==> config.mk <==
export PLATFORM = sky130hd
export DESIGN_NAME = mesi_isc_breq_arb
export DESIGN_NICKNAME = d
export VERILOG_FILES = /design/src/rtl/mesi_isc_breq_arb.sv
export SDC_FILE = /design/constraint.sdc
export NUM_CORES = 1
export LEC_CHECK = 0
export BUFFER_PORTS_ARGS = -buffer_cell sky130_fd_sc_hd__buf_2
export CAP_MARGIN = 20
export CELL_PAD_IN_SITES_DETAIL_PLACEMENT = 1
export CELL_PAD_IN_SITES_GLOBAL_PLACEMENT = 1
export CORE_MARGIN = 2
export CORE_UTILIZATION = 30
export DETAILED_ROUTE_END_ITERATION = 10
export HOLD_SLACK_MARGIN = 0.1
export PLACE_DENSITY_LB_ADDON = 0.15
export SLEW_MARGIN = 20
export SYNTH_ARGS = -nofsm -noshare
export SYNTH_HDL_FRONTEND = slang
export SYNTH_SLANG_ARGS = --single-unit
==> constraint.sdc <==
create_clock -name clk -period 3.4 [get_ports clk]
set_clock_uncertainty 0.1 [all_clocks]
set_input_delay 0.34 -clock clk [delete_from_list [all_inputs] [get_ports clk]]
set_output_delay 0.34 -clock clk [all_outputs]
set_load 0.02 [all_outputs]
==> src/rtl/mesi_isc_breq_arb.sv <==
// mesi_isc_breq_arb: round-robin arbiter that forwards per-CPU bus requests
// into a single-entry broadcast holding register with a wrapping sequence tag.
module mesi_isc_breq_arb #(
  parameter int ADDR_WIDTH       = 32,
  parameter int BROAD_TYPE_WIDTH = 2,
  parameter int BROAD_ID_WIDTH   = 5
) (
  input  logic                          clk,
  input  logic                          rst,
  input  logic [3:0]                    breq_valid_i,
  input  logic [4*BROAD_TYPE_WIDTH-1:0] breq_type_array_i,
  input  logic [4*ADDR_WIDTH-1:0]       breq_addr_array_i,
  output logic [3:0]                    breq_pop_o,
  input  logic                          broad_fifo_full_i,
  output logic                          broad_fifo_wr_o,
  output logic [BROAD_TYPE_WIDTH-1:0]   broad_type_o,
  output logic [ADDR_WIDTH-1:0]         broad_addr_o,
  output logic [1:0]                    broad_cpu_id_o,
  output logic [BROAD_ID_WIDTH-1:0]     broad_id_o,
  output logic                          err_illegal_o
);
  typedef enum logic [1:0] {EMPTY, LOADED, STALLED} state_e;
  state_e                        state_q, state_d;
  logic [1:0]                    rr_q, gnt_idx, cpu_q;
  logic [BROAD_TYPE_WIDTH-1:0]   typ, type_q;
  logic [ADDR_WIDTH-1:0]         addr_q;
  logic [BROAD_ID_WIDTH-1:0]     id_q, cnt_q;
  logic                          err_q, gnt_any, out_valid, en, fire, fwd, ill;
  always_comb begin
    gnt_any = 1'b0;
    gnt_idx = rr_q;
    for (int k = 3; k >= 0; k--)
      if (breq_valid_i[rr_q + 2'(k)]) begin
        gnt_any = 1'b1;
        gnt_idx = rr_q + 2'(k);
      end
  end
  assign out_valid = state_q != EMPTY;
  // a held entry that transfers this cycle frees the register for a new grant
  assign en   = !out_valid || !broad_fifo_full_i;
  assign fire = en && gnt_any;
  assign typ  = breq_type_array_i[BROAD_TYPE_WIDTH*gnt_idx +: BROAD_TYPE_WIDTH];
  assign fwd  = fire && (typ == BROAD_TYPE_WIDTH'(1) || typ == BROAD_TYPE_WIDTH'(2));
  assign ill  = fire && typ == BROAD_TYPE_WIDTH'(3);
  assign state_d = fwd ? LOADED : (out_valid && broad_fifo_full_i) ? STALLED : EMPTY;
  assign breq_pop_o = (fire && !rst) ? 4'b0001 << gnt_idx : 4'b0000;
  always_ff @(posedge clk or posedge rst) begin
    if (rst) begin
      state_q <= EMPTY;
      type_q  <= '0;
      addr_q  <= '0;
      cpu_q   <= '0;
      id_q    <= '0;
      rr_q    <= '0;
      cnt_q   <= '0;
      err_q   <= 1'b0;
    end else begin
      state_q <= state_d;
      if (fire) rr_q <= gnt_idx + 2'd1;
      if (fwd) begin
        type_q <= typ;
        addr_q <= breq_addr_array_i[ADDR_WIDTH*gnt_idx +: ADDR_WIDTH];
        cpu_q  <= gnt_idx;
        id_q   <= cnt_q;
        cnt_q  <= cnt_q + BROAD_ID_WIDTH'(1);
      end
      if (ill) err_q <= 1'b1;
    end
  end
  assign broad_fifo_wr_o = out_valid;
  assign broad_type_o    = type_q;
  assign broad_addr_o    = addr_q;
  assign broad_cpu_id_o  = cpu_q;
  assign broad_id_o      = id_q;
  assign err_illegal_o   = err_q;
endmodule

==> results.json, run 1 <==
{
  "fillers": 1159,
  "fin_nets": 532,
  "drt_wl_total_um": 8740,
  "seqPwrFrac_pct": 26.5,
  "ys_seq_area_share_pct": 41.0,
  "grt_use_total_pct": 16.0,
  "power_leakage_nw": 2.17,
  "tightestPinTransition_ps": 647,
  "grt_pass1_wl_um": 14100,
  "yosysWarnings": 0,
  "die_width_um": 106,
  "power.total_mw": 4.25,
  "swShare_pct": 39.3,
  "worst-endpoint-arrival_ps": 3020,
  "cts_resized": 0,
  "grt_pass1_vias": 2739,
  "status": "completed",
  "worstPathMaxFanout": 15,
  "critPathKind": "reg -> reg",
  "setup_violations": 0,
  "start_util_pct": 30.5,
  "cts_tree": "built",
  "dieArea_um2": 11200,
  "postPlaceCellArea_um2": 4230,
  "p_comb_share_pct": 65.7,
  "synth-seq-cells": 51,
  "hold_viol": 0,
  "clockPowerShare_pct": 7.8,
  "antenna_found_initial": 0,
  "rows": 37,
  "cts_buffer_depth": 2,
  "period_minus_slack_ps": 2950,
  "synth_area_leader_cell": "dfrtp_1",
  "dpl.hpwl_um": 7220,
  "intPower_mw": 2.58,
  "grt-ovfl-total": 0,
  "fmax_mhz": 340,
  "routed_via_density": 4.66,
  "ant_nets": 0,
  "fp.dieH_um": 106,
  "synthCells": 193,
  "clk_root_buffer_cell": "clkbuf_8",
  "routabilityCongestion": 0.766,
  "p_sw_mw": 1.67,
  "syn_avg_cell_area_um2": 16.1,
  "cts_buffers": 5,
  "grt_max_degree": 52,
  "synth_top_cell_area_share_pct": 41.0,
  "finalMaxSlewViolations": 0,
  "period_share_pct": 86.6,
  "top_level_ports": 190,
  "diodes": 0,
  "setup-tns-final_ps": 0,
  "synth_cell_types": 31,
  "hp-class": "in -> reg",
  "slew_headroom_pct": 56.9,
  "coreArea_um2": 10200,
  "vdd_drop_max_uv": 319,
  "yosys-top-cells-area": "dfrtp_1 (41%), mux4_2 (25%), mux2_4 (18%)",
  "route.detailed.drc": 0,
  "worstPathRequired_ps": 3480,
  "final_cell_area_um2": 4320,
  "maxCapViolCount": 0,
  "clk_pin_slew_ps": 90,
  "power_density_nw_per_um2": 983,
  "layout-drive-gt1-share_pct": 73.0,
  "multi_input_area_um2": 1740,
  "startpoint_type": "flip-flop",
  "vias": 2430,
  "cts.sink_count": 51,
  "insertion_delay_ps": 290,
  "area_growth_pct": 38.9,
  "endpoint_kind": "flip-flop",
  "drtIter0Drc": 56,
  "portBuffers": 189,
  "rsz0062_at_grt": "no",
  "register_area_um2": 1280,
  "first_pass_iters": 4,
  "syn_nets": 341,
  "netlist_area_um2": 3110,
  "cts-htree-levels": 2,
  "wire_per_inst_um": 16.8
}
## placed cells by master (no fill, tap or decap), types with 4 or more instances in the layout
cell and n:
o21ai_0 6, mux2_4 38, and2_1 6, mux4_2 34
inv_1 4, clkbuf_8 5, ha_1 5, nor2_1 4
buf_4 4, buf_2 189, xnor2_1 4, dfrtp_1 51
## final timing paths
path	from	endpoint	slack (ps)	cells past startpoint
max reg2reg	rr_q[1]$_DFFE_PP0P_	broad_addr_o[22]$_DFFE_PP0P_	450	8
min in group asynchronous	rst	state_q[1]$_DFF_PP0_	590	3
max	rr_q[1]$_DFFE_PP0P_	broad_addr_o[22]$_DFFE_PP0P_	450	8
min reg2reg	err_illegal_o$_DFFE_PP0P_	err_illegal_o$_DFFE_PP0P_	370	1
max in group asynchronous	rst	broad_addr_o[13]$_DFFE_PP0P_	2170	3
min	broad_fifo_full_i	state_q[1]$_DFF_PP0_	190	2
## final cells by class
class,count,area share (%)
tap,136,3.94
clock inverter,1,0.116
sequential,51,29.5
timing repair buffer,196,23.8
multi-input combinational,123,40.2
inverter,7,0.666
clock buffer,7,1.77
## Yosys cell counts (all sizes together)
cell type,count
dfrtp,51
mux2,40
mux4,34
buf,10
o21ai,8
inv,7
and2,6
ha,5
nand2,4
nor2,4
xnor2,4
nand3,3
nor2b,3
a21o,2
and3,2
clkbuf,2
a21oi,1
a2bb2oi,1
nor3,1
nor3b,1
o221a,1
o41ai,1
or2,1
xor2,1
## worst max-delay path, cell delays in order (launching register included)
cell	delay [ps]
dfrtp_1	420
inv_1	130
nor3b_2	80
o41ai_4	460
mux4_2	650
xor2_4	200
nand2_4	240
buf_12	210
mux2_4	310
## routing by layer
layer / GRT usage, % / part of all wire (%) / vias up
met2: 29.0 / 52 / 101
met4: 4.04 / 1.3 / 0
met1: 19.4 / 41 / 1206
met5: 0 / 0 / -
li1: - / - / 1116
met3: 3.22 / 6.1 / 7
## metrics by stage
stage / util [%] / instances / hold WS [ps] / setup slack, ps
floorplan: - / 193 / 346 / 803
CTS: 42.4 / 521 / 189 / 415
detailed placement: 41.5 / 512 / 353 / 372
global route: 42.4 / 521 / 196 / 330
global placement: 41.5 / 512 / 337 / 465
finish: 42.4 / 521 / 189 / 455
## repair_timing
action | 4_1_cts | 5_1_grt
hold endpoints to repair | 51 | 0
setup buffers | 0 | 0
setup endpoints to repair | 0 | 0
hold buffers | 1 | 0
## flip-flops by register name (all words and copies together) (netlist names)
name,count
cnt_q,5
rr_q,2
broad_id_o,5
broad_type_o,2
state_q,2
broad_addr_o,32
broad_cpu_id_o,2
err_illegal_o,1
## cells by family after synthesis
group | Yosys count | share of synthesized area, %
DFF | 51 | 41.0
muxes | 74 | 43.7
buffers and inverters | 19 | 3.50
adders and majority gates | 5 | 2.01
AOI/OAI and AO/OA | 14 | 3.10
and+or+nand+nor | 25 | 4.67
xor gates and xnor gates | 5 | 2.01
## power groups by stage
stage               logic, mW  registers (mW)  clock network, mW
global route             3.01            1.17              0.372
floorplan                1.85            1.41                  0
detailed placement       2.84            1.14                  0
global placement         2.79            1.13                  0
finish                   2.79            1.13              0.329
CTS                      2.85            1.13              0.349
(Power assumes the default switching activity.)
==> inputs of run 2 (changes only) <==
CORE_UTILIZATION = 33   (was 30)
==> run 2 against run 1 <==
Net effect:
- sequential power about the same
- sequential share of layout area increased by 0.50 points
- core utilization grew 3.8 points
- non-clock buffer count shrank 2
- maximum frequency is 0.21% lower
- clock power rose by 3%
- count of clock-buffer cells in the layout down 1
- global-route usage up 1.1 points
- worst setup slack worse by 6.3 ps
- critical path type unchanged
- largest power group unchanged
==> results.json, run 2 (synthesis gave the netlist of run 1 again) <==
{
  "status": "completed",
  "rsz0062_at_grt": "no",
  "fp.dieH_um": 101,
  "ant_nets": 0,
  "hold_buffers": 0,
  "cts_buffer_depth": 2,
  "top_level_ports": 190,
  "max_stage_delay_ps": 650,
  "diodes": 0,
  "wire_per_inst_um": 17.5,
  "tightestPinTransition_ps": 877,
  "cts_buffers": 5,
  "largest_reg_flops": 32,
  "setup_slack_ps": 449,
  "slew_headroom_pct": 41.4,
  "grt-ovfl-total": 0,
  "hp-class": "in -> async",
  "post_cts_buffers": 0,
  "grt_use_total_pct": 17.1,
  "cpLargestDelayFamily": "multiplexers",
  "area_growth_pct": 36.6,
  "layout-drive-gt1-share_pct": 73.4,
  "maxCapViolCount": 0,
  "rows": 35,
  "endpoint_kind": "flip-flop",
  "setup-tns-final_ps": 0,
  "clk_pin_slew_ps": 90,
  "cts_resized": 0,
  "cts.sink_count": 51,
  "worst-endpoint-arrival_ps": 3030,
  "portBuffers": 189,
  "start_util_pct": 33.8,
  "worstPathMaxFanout": 21,
  "finalMaxSlewViolations": 0,
  "fmax_mhz": 339,
  "most-common-layout-cells": "buf_2 (189), dfrtp_1 (51), mux2_4 (38)",
  "antenna_found_initial": 0,
  "r2r_start": "rr_q[1]$_DFFE_PP0P_",
  "startpoint": "rr_q[1]$_DFFE_PP0P_",
  "dpl.hpwl_um": 6880,
  "startpoint_type": "flip-flop",
  "final_common_cell": "buf_2",
  "die_width_um": 101,
  "whs_ps": 99.9,
  "period_minus_slack_ps": 2950,
  "drtIter0Drc": 46,
  "period_share_pct": 86.8,
  "place_ws_ps": 437,
  "vdd_drop_max_uv": 296,
  "routabilityCongestion": 0.822,
  "cts_tree": "built",
  "cp_slowest_cell": "mux4_2",
  "worstPathCellList": "inv_1 -> nor3b_2 -> o41ai_4 -> mux4_2 -> xor2_4 -> nand2_4 -> buf_4 -> mux2_1",
  "critPathKind": "reg -> reg",
  "vias": 2445,
  "worstPathRequired_ps": 3480,
  "drt_wl_total_um": 8650,
  "first_pass_iters": 4,
  "route.detailed.drc": 0,
  "setup_violations": 0,
  "fin_util_pct": 46.2,
  "grt_pass1_vias": 2673,
  "cts-htree-levels": 2,
  "crit_buf_inv": 2,
  "insertion_delay_ps": 300,
  "grt_max_degree": 52,
  "dieArea_um2": 10200,
  "power_density_nw_per_um2": 987,
  "grt_pass1_wl_um": 13400,
  "routed_via_density": 4.95,
  "coreArea_um2": 9200,
  "fin_nets": 530,
  "clk_root_buffer_cell": "clkbuf_8",
  "hold_viol": 0,
  "power_leakage_nw": 2.15
}
==> run 2: cell count changes in the layout (fill, tap and decap cells not counted), sizes merged <==
cell / change
buf: -1
clkbuf: -1
clkinv: +1
clkinvlp: +1
dlygate4sd3: -1
inv: -1
==> run 2: area by class of cell <==
| class | count | area (µm²) |
|---|---|---|
| clock buffer | 6 | 72.6 |
| clock inverter | 2 | 12.5 |
| fill | 1003 | 4950 |
| inverter | 7 | 27.5 |
| multi-input combinational | 123 | 1740 |
| sequential | 51 | 1280 |
| tap | 111 | 139 |
| timing repair buffer | 194 | 983 |
==> run 2: worst paths after layout <==
path	to	cells after the start	slack (ps)
worst max-delay path	broad_addr_o[29]$_DFFE_PP0P_	8	450
worst min-delay path	broad_addr_o[0]$_DFFE_PP0P_	2	100
worst max register to register	broad_addr_o[29]$_DFFE_PP0P_	8	450
worst min register to register	err_illegal_o$_DFFE_PP0P_	1	370
max in group asynchronous	broad_addr_o[18]$_DFFE_PP0P_	2	2580
min in group clk	state_q[1]$_DFF_PP0_	2	200
==> run 2: where the power goes <==
part	total (mW)	leakage [nW]	internal, mW	switching (mW)
clock	0.338	0.0412	0.144	0.194
combinational	2.73	1.51	1.44	1.28
sequential	1.13	0.598	0.933	0.195
==> run 2: through the flow <==
stage	instances	power, mW	cell area, µm²
2_1_floorplan	193	3.26	3110
3_3_place_gp	486	3.84	4160
3_5_place_dp	486	3.92	4160
4_1_cts	494	4.27	4250
5_1_grt	494	4.50	4250
6_report	494	4.19	4250
==> run 2: metal layers <==
metal | global-route usage [%] | vias to the layer above | share of wire (%)
li1 | - | 1112 | -
met1 | 20.7 | 1212 | 38
met2 | 30.9 | 114 | 54
met3 | 3.74 | 7 | 7.2
met4 | 4.26 | 0 | 0.99
met5 | 0 | - | 0
==> inputs of run 3 (changes only) <==
CELL_PAD_IN_SITES_DETAIL_PLACEMENT = unset   (was 1)
CELL_PAD_IN_SITES_GLOBAL_PLACEMENT = unset   (was 1)
CORE_MARGIN = unset   (was 2)
CORE_UTILIZATION = 44   (was 33)
==> run 3 against run 2 <==
Net effect:
- critical endpoint is now breq_pop_o[1]
- first-iteration DRC count shrank 13%
- largest cell class unchanged
- maximum frequency shrank 1.9%
- die area shrank 27%
==> results.json, run 3 (synthesis gave the netlist of run 1 again) <==
{
  "diodes": 0,
  "first_pass_iters": 4,
  "worstPathCellList": "inv_1 -> nor3b_2 -> o41ai_4 -> buf_4 -> inv_1 -> ha_1 -> and2_1 -> buf_2",
  "period_share_pct": 88.4,
  "wl_met2_um": 4050,
  "worst-endpoint-arrival_ps": 2570,
  "maxCapViolCount": 0,
  "clk_root_buffer_cell": "clkbuf_8",
  "coreArea_um2": 6790,
  "endpoint_kind": "primary output",
  "cp_slowest_cell": "buf_4",
  "max_stage_delay_ps": 590,
  "power_density_nw_per_um2": 997,
  "grt_max_degree": 52,
  "slew_headroom_pct": 42.0,
  "rows": 30,
  "vdd_drop_max_uv": 435,
  "layout-drive-gt1-share_pct": 73.6,
  "cts_buffer_depth": 2,
  "route.detailed.drc": 0,
  "grt_pass1_wl_um": 11600,
  "critPathKind": "reg -> out",
  "setup_slack_ps": 393,
  "final_common_cell": "buf_2",
  "whs_ps": 87.3,
  "cts.sink_count": 51,
  "place_ws_ps": 551,
  "routabilityCongestion": 0.870,
  "fp.dieH_um": 86.1,
  "hp-class": "in -> async",
  "wl_met1_um": 2880,
  "hold_buffers": 0,
  "die_width_um": 86.1,
  "grt_use_total_pct": 20.7,
  "power_leakage_nw": 2.17,
  "start_util_pct": 45.8,
  "drtIter0Drc": 40,
  "vias": 2386,
  "dpl.hpwl_um": 5790,
  "finalMaxSlewViolations": 0,
  "wire_per_inst_um": 15.7,
  "grt_pass1_vias": 2443,
  "top_level_ports": 190,
  "routed_via_density": 4.99,
  "worstPathMaxFanout": 36,
  "dieArea_um2": 7410,
  "portBuffers": 189,
  "hold_viol": 0,
  "rsz0062_at_grt": "no",
  "status": "completed",
  "cpLargestDelayFamily": "buffers and inverters",
  "area_growth_pct": 37.0,
  "setup-tns-final_ps": 0,
  "fin_nets": 529,
  "antenna_found_initial": 0,
  "drt_wl_total_um": 7490,
  "cts_resized": 0,
  "top_layer_used": "met4",
  "largest_reg_flops": 32,
  "startpoint_type": "flip-flop",
  "tightestPinTransition_ps": 869,
  "clk_pin_slew_ps": 90,
  "post_cts_buffers": 0,
  "period_minus_slack_ps": 3010,
  "cts-htree-levels": 2,
  "crit_top_cell": "inv_1",
  "worstPathRequired_ps": 2960,
  "grt-ovfl-total": 0,
  "insertion_delay_ps": 300,
  "fillers": 547,
  "final_cell_area_um2": 4260,
  "postPlaceCellArea_um2": 4150,
  "fmax_mhz": 333,
  "crit_buf_inv": 4,
  "cts_tree": "built",
  "ant_nets": 0,
  "most-common-layout-cells": "buf_2 (189), dfrtp_1 (51), mux2_4 (38)",
  "cts_buffers": 5,
  "setup_violations": 0,
  "wl_met3_um": 505
}
run 3: cell count changes in the layout (fill, tap and decap cells not counted):
cell / previous run / this run
buf_4: 5 / 3
clkinv_4: 0 / 1
bufinv_16: 0 / 1
clkinvlp_4: 1 / 0
clkbuf_1: 1 / 0
buf_12: 0 / 1
run 3: worst reg2reg max path: cells and delay by family, from the launching register on:
family | cells | cell delay (ps)
multiplexers | 2 | 970
buffers and inverters | 2 | 460
AND/OR/NAND/NOR | 2 | 170
XOR/XNOR | 1 | 200
flip-flops | 1 | 430
AO/OA/AOI/OAI | 1 | 360
run 3: through the flow:
step,power (mW),util (%),cells
floorplan,3.26,-,193
global placement,3.80,61.0,470
detailed placement,3.87,61.0,470
CTS,4.30,62.7,478
global route,4.51,62.7,478
finish,4.25,62.7,478
run 3: area by class of cell:
class	instances	area [µm²]	share of cell area (%)
Clock inverter	3	43.8	1.03
Timing Repair Buffer	193	988	23.2
Inverter	7	27.5	0.646
Tap cell	96	120	2.82
Clock buffer	5	68.8	1.61
Sequential cell	51	1280	29.9
Multi-Input combinational cell	123	1740	40.8
run 3: where the power goes:
group | internal, mW | leakage (nW) | total, mW | switching [mW]
Sequential | 0.933 | 0.598 | 1.13 | 0.196
Clock | 0.219 | 0.0581 | 0.420 | 0.201
Combinational | 1.46 | 1.51 | 2.70 | 1.24
Total | 2.61 | 2.17 | 4.25 | 1.64
run 3: per-layer routing:
metal  GRT usage, %  up-vias
met5              0        -
met4           5.61        0
met3           5.10        4
met2           37.7      108
met1           24.2     1162
li1               -     1112
run 3: final timing paths:
path	from	endpoint	slack, ps	cells past startpoint
worst max-delay path	rr_q[1]$_DFFE_PP0P_	breq_pop_o[1]	390	8
worst min-delay path	rst	broad_type_o[1]$_DFFE_PP0P_	90	2
worst max register to register	rr_q[1]$_DFFE_PP0P_	broad_addr_o[10]$_DFFE_PP0P_	600	8
worst min register to register	cnt_q[4]$_DFFE_PP0P_	cnt_q[4]$_DFFE_PP0P_	380	1
max in group asynchronous	rst	broad_addr_o[26]$_DFFE_PP0P_	2590	2
min in group clk	broad_fifo_full_i	state_q[1]$_DFF_PP0_	210	2
